--- config.mk ---
export PLATFORM = sky130hd
export DESIGN_NAME = rx_sekwencer
export DESIGN_NICKNAME = d
export VERILOG_FILES = /design/src/rtl/rx_sekwencer_pkg.sv /design/src/rtl/rx_sekwencer_licznik_timeout.sv /design/src/rtl/rx_sekwencer.sv
export SDC_FILE = /design/constraint.sdc
export NUM_CORES = 1
export LEC_CHECK = 0
export CAP_MARGIN = 15
export CORE_ASPECT_RATIO = 2
export CORE_MARGIN = 8
export CORE_UTILIZATION = 28
export DETAILED_ROUTE_END_ITERATION = 6
export SYNTH_ARGS = -nofsm -noshare
export SYNTH_HDL_FRONTEND = slang
export SYNTH_SLANG_ARGS = --single-unit
--- constraint.sdc ---
create_clock -name clk -period 1.69 [get_ports clk]
set_input_delay 0.507 -clock clk [delete_from_list [all_inputs] [get_ports clk]]
set_output_delay 0.507 -clock clk [all_outputs]
set_load 0.1 [all_outputs]
--- src/rtl/rx_sekwencer_pkg.sv ---
// Shared definitions for the register-file operand sequencer: FSM state
// encoding and default geometry/timeout values.
package rx_pkg;

    // Sequencer phases: idle, read operand A, read operand B, wait for the
    // ALU, write the result back.
    typedef enum logic [2:0] {
        IDLE       = 3'd0,
        ODCZYT_A   = 3'd1,
        ODCZYT_B   = 3'd2,
        CZEKAJ_ALU = 3'd3,
        ZAPIS      = 3'd4
    } rx_stan_t;

    localparam int RX_LICZBA    = 8;   // number of registers
    localparam int RX_ROZM_DATA = 8;   // data width
    localparam int TIMEOUT      = 15;  // max cycles waiting for the ALU

endpackage

--- src/rtl/rx_sekwencer_licznik_timeout.sv ---
// Cycle counter that bounds how long the sequencer waits for the ALU.
// terminal goes high once the count has reached TIMEOUT and stays there
// until the counter is cleared.
module rx_licznik_timeout #(
    parameter  int TIMEOUT = rx_pkg::TIMEOUT,
    localparam int CW      = $clog2(TIMEOUT + 1)
) (
    input  logic clk,
    input  logic rst,
    input  logic clear,
    input  logic enable,
    output logic terminal
);

    logic [CW-1:0] cnt_q;
    logic [CW-1:0] cnt_d;

    // Reached the limit; the count saturates here so it can never wrap.
    assign terminal = (cnt_q == CW'(TIMEOUT));

    // Next count: clear has priority over counting.
    always_comb begin
        cnt_d = cnt_q;
        if (clear) begin
            cnt_d = '0;
        end else if (enable && !terminal) begin
            cnt_d = cnt_q + CW'(1);
        end
    end

    // Count register with synchronous reset.
    always_ff @(posedge clk) begin
        if (rst) begin
            cnt_q <= '0;
        end else begin
            cnt_q <= cnt_d;
        end
    end

endmodule

--- src/rtl/rx_sekwencer.sv ---
// Operand-fetch / write-back sequencer for a single-port register file.
// Reads rd then rs through the shared index, hands both operands to the
// ALU, waits (bounded) for the result and writes it back to rd.
module rx_sekwencer #(
    parameter  int RX_LICZBA    = rx_pkg::RX_LICZBA,
    parameter  int RX_ROZM_DATA = rx_pkg::RX_ROZM_DATA,
    parameter  int TIMEOUT      = rx_pkg::TIMEOUT,
    localparam int IW           = $clog2(RX_LICZBA),
    localparam int DW           = RX_ROZM_DATA
) (
    input  logic          clk,
    input  logic          rst,
    input  logic          start,
    input  logic [IW-1:0] rd_idx,
    input  logic [IW-1:0] rs_idx,
    input  logic          wb_en,
    output logic          busy,
    output logic [DW-1:0] op_a,
    output logic [DW-1:0] op_b,
    output logic          op_valid,
    input  logic [DW-1:0] alu_wynik,
    input  logic          alu_valid,
    output logic          done,
    output logic          blad,
    output logic          rf_wr,
    output logic [IW-1:0] rf_nr,
    output logic [DW-1:0] rf_dane,
    input  logic [DW-1:0] rf_out
);

    import rx_pkg::*;

    rx_stan_t      state_q, state_d;
    logic [IW-1:0] rd_q, rd_d;
    logic [IW-1:0] rs_q, rs_d;
    logic          wb_q, wb_d;
    logic [DW-1:0] op_a_q, op_a_d;
    logic [DW-1:0] op_b_q, op_b_d;
    logic [DW-1:0] wynik_q, wynik_d;
    logic          blad_q, blad_d;

    logic cnt_clear;
    logic cnt_enable;
    logic cnt_terminal;

    rx_licznik_timeout #(
        .TIMEOUT (TIMEOUT)
    ) u_licznik (
        .clk      (clk),
        .rst      (rst),
        .clear    (cnt_clear),
        .enable   (cnt_enable),
        .terminal (cnt_terminal)
    );

    assign op_a = op_a_q;
    assign op_b = op_b_q;
    assign blad = blad_q;

    // Next state, register updates and state-decoded port outputs.
    always_comb begin
        state_d    = state_q;
        rd_d       = rd_q;
        rs_d       = rs_q;
        wb_d       = wb_q;
        op_a_d     = op_a_q;
        op_b_d     = op_b_q;
        wynik_d    = wynik_q;
        blad_d     = blad_q;
        busy       = 1'b1;
        op_valid   = 1'b0;
        done       = 1'b0;
        rf_wr      = 1'b0;
        rf_nr      = '0;
        rf_dane    = '0;
        cnt_clear  = 1'b0;
        cnt_enable = 1'b0;

        case (state_q)
            IDLE: begin
                busy = 1'b0;
                if (start) begin
                    rd_d    = rd_idx;
                    rs_d    = rs_idx;
                    wb_d    = wb_en;
                    blad_d  = 1'b0;
                    state_d = ODCZYT_A;
                end
            end
            ODCZYT_A: begin
                rf_nr   = rd_q;
                op_a_d  = rf_out;
                state_d = ODCZYT_B;
            end
            ODCZYT_B: begin
                rf_nr     = rs_q;
                op_b_d    = rf_out;
                cnt_clear = 1'b1;
                state_d   = CZEKAJ_ALU;
            end
            CZEKAJ_ALU: begin
                rf_nr    = rd_q;
                op_valid = 1'b1;
                // A result arriving on the terminal cycle still wins.
                if (alu_valid) begin
                    wynik_d = alu_wynik;
                    state_d = ZAPIS;
                end else if (cnt_terminal) begin
                    blad_d  = 1'b1;
                    state_d = ZAPIS;
                end else begin
                    cnt_enable = 1'b1;
                end
            end
            ZAPIS: begin
                rf_nr   = rd_q;
                rf_dane = wynik_q;
                done    = 1'b1;
                // Reset in this cycle must not let the write land.
                rf_wr   = wb_q & ~blad_q & ~rst;
                state_d = IDLE;
            end
            default: begin
                state_d = IDLE;
            end
        endcase
    end

    // State and datapath registers with synchronous reset.
    always_ff @(posedge clk) begin
        if (rst) begin
            state_q <= IDLE;
            rd_q    <= '0;
            rs_q    <= '0;
            wb_q    <= 1'b0;
            op_a_q  <= '0;
            op_b_q  <= '0;
            wynik_q <= '0;
            blad_q  <= 1'b0;
        end else begin
            state_q <= state_d;
            rd_q    <= rd_d;
            rs_q    <= rs_d;
            wb_q    <= wb_d;
            op_a_q  <= op_a_d;
            op_b_q  <= op_b_d;
            wynik_q <= wynik_d;
            blad_q  <= blad_d;
        end
    end

endmodule

==> metrics <==
outcome=complete, but fails checks; failing checks=negative setup slack; post-DP HPWL=3.64 mm; mapped cell area=1660 um^2; All-Layer GR Usage=11.5%; multi-input gate area in the final layout=948 um^2; layout cells sized above 1=38.0%; yosys warns=0; kind of critical path=reg -> out; Core Area=5860 um^2; share of the synthesized area in the top cell type=46.9%; die height=125 um; crit path capture type=primary output; Pre-antenna DRT Iters=4; Final WS setup=-262 ps; die area=8820 um^2; hold depth=2; M1 WL=1.88 mm; average cell area after synthesis=8.90 um^2; Syn Nets=215; CP arrival=1440 ps; Ports=59; Fin Hold WS=454 ps; Fin. Hold Viols=0; Leakage Power=1.26 nW; DR top layer=met4; R2R cell count=8; Post-route DRC=0; CP Depth=5; Routed WL per cell=15.5 um; sequential area share after synthesis=46.9%; Die X=70.5 um; hold buffer count at CTS=0; worst slack, placed=-289 ps; f_max=0.512 GHz; Clk Latency, worst-skew pair=280 ps; largest net degree at the start of global routing=37; total power draw=3.00 mW; final instance area=3140 um^2; clock tree buffer depth=2; Tightest Hold Check Type=reg -> reg; CTS sink count=39; GR Overflow Total=0; Slew Limit Fails=0; DR WL met3=651 um; H-tree depth=2; PwrDens=954 nW/um^2; vias in the first global route=1773; area grow syn2layout=88.7%; Port Buffer Count=58; Netlist cell types=37; nets=293; largest vdd supply drop=0.565 mV; FILL cells=520; first-pass GRT wire length=8.45 mm; Initial Util=28.4%; clock skew=4.80 ps; Top delay family on crit path=buffers and inverters; via total after detailed routing=1641; RSZ-0062 raised after global routing=yes; #FFs+latches synth=39; Period Utilization, post-route=115%; cell count after synthesis=187; initial antenna violation count=0; DRT Wirelength=5.10 mm; leading area contributor after synthesis=dfxtp_1; Final Core Density=53.6%; DP Area=2790 um^2; max-cap viol count=0; final setup TNS=-3470 ps; placed insts=313; startpoint class of the critical path=flip-flop; WL met2=2.46 mm; n_diodes=0; slowest CP cell=dfxtp_2; Worst-Margin Slew=399 ps; CTS Root Cell=clkbuf_16; TritonCTS clock tree=done; GP Congestion=0.682; Worst slew margin=73.4%; vias per cell=4.99; final setup violation count=15; CP peak stage delay=340 ps; worst path cell trace=nor3b_4 > buf_6 > nand2_2 > o21ai_4 > buf_12; worst endpoint required time=1180 ps; FF+latch area=791 um^2; Iter 0 DRT Violations=86; Worst Path Max Fanout=6; clock-pin slew on the worst setup and hold paths=60 ps; Core Rows=40; Worst Path Buf+Inv=2; Non-Filler Instances=329; CTS Buf Count=5; min cycle time layout=1950 ps; DRT antenna net count=0; top cells by area, synth=dfxtp_1 47%, mux2i_1 9.6%, nand2_1 7.7%
==> layout make-up <==
class,instances,area share (%)
sequential,39,25.2
multi-input combinational,135,30.2
clock buffer,6,4.10
tap,63,2.51
clock inverter,2,1.91
timing repair buffer,84,36.1
==> tightest hold or removal path, stage by stage (launching register included) <==
cell	delay (ps)
dfxtp_1	300
nand2_1	50
a21oi_1	50
==> flip-flops by register name, indices dropped and copies added (netlist names) <==
| register | flops |
|---|---|
| op_a | 8 |
| op_b | 8 |
| rd_q | 3 |
| wynik_q | 8 |
| state_q | 3 |
| blad | 1 |
| u_licznik.cnt_q | 4 |
| wb_q | 1 |
| rs_q | 3 |
==> cells in the final DEF (no fill, tap or decap), types with 8 or more instances in the layout <==
cell type,count
buf_12,32
a21oi_1,17
buf_4,17
mux2i_1,16
nor2_1,20
dfxtp_1,35
clkdlybuf4s50_1,26
nand2_1,29
buf_6,8
and2_4,8
==> synth_stat cells <==
cell and number:
a21oi_1 19, a22oi_1 3, a22oi_2 1, a2bb2oi_1 1, a31oi_1 1, and2_1 8, and3_1 2, and3b_1 1
and4b_1 2, and4bb_1 1, buf_1 1, buf_2 4, buf_4 3, buf_6 1, clkbuf_1 4, dfxtp_1 39
ha_1 1, mux2i_1 16, nand2_1 34, nand2b_1 1, nand3_1 1, nand3b_1 1, nand4b_1 1, nand4bb_1 1
nor2_1 21, nor2b_1 1, nor3_1 2, nor3b_1 2, nor3b_2 1, nor4_1 1, nor4b_4 1, o21ai_0 2
o21ai_1 3, o31ai_1 1, or3_1 3, or3b_1 1, or4b_1 1
==> timing repair <==
item                                    CTS  global route
cloned                                    1             1
hold endpoints to repair                  0             0
gates resized for setup                  18            11
buffers inserted                          5             1
endpoints found under the setup margin   16            27
pin swaps                                 3             4
==> final timing paths <==
kind,end,from,slack (ps)
hold reg to reg,wynik_q[2]$_SDFFE_PP0P_,wynik_q[2]$_SDFFE_PP0P_,450
setup / recovery,rf_nr[0],state_q[1]$_SDFFE_PP0P_,-260
setup reg to reg,op_b[7]$_SDFFE_PP0N_,state_q[0]$_SDFFE_PP0P_,10
hold / removal,wynik_q[2]$_SDFFE_PP0P_,wynik_q[2]$_SDFFE_PP0P_,450
==> routing by layer <==
metal	track usage (%)	vias up
li1	-	793
met1	11.3	782
met2	18.5	56
met3	7.28	10
met4	5.00	0
met5	0	-
==> kinds of logic after synthesis <==
group	Yosys count	synth area share, %
adder cells (fa/ha/maj)	1	0.752
buffers and inverters	13	4.36
AND/OR/NAND/NOR	87	27.7
multiplexers	16	9.62
flip-flops	39	46.9
AO/OA/AOI/OAI	31	10.7
==> power by group <==
group / internal, mW / switching, mW / total (mW) / leakage, nW
Combinational: 0.336 / 0.432 / 0.768 / 0.854
Sequential: 0.967 / 0.0448 / 1.01 / 0.319
Clock: 0.847 / 0.370 / 1.22 / 0.0911
Total: 2.15 / 0.847 / 3.00 / 1.26
Power figures use the tool's default switching activity.
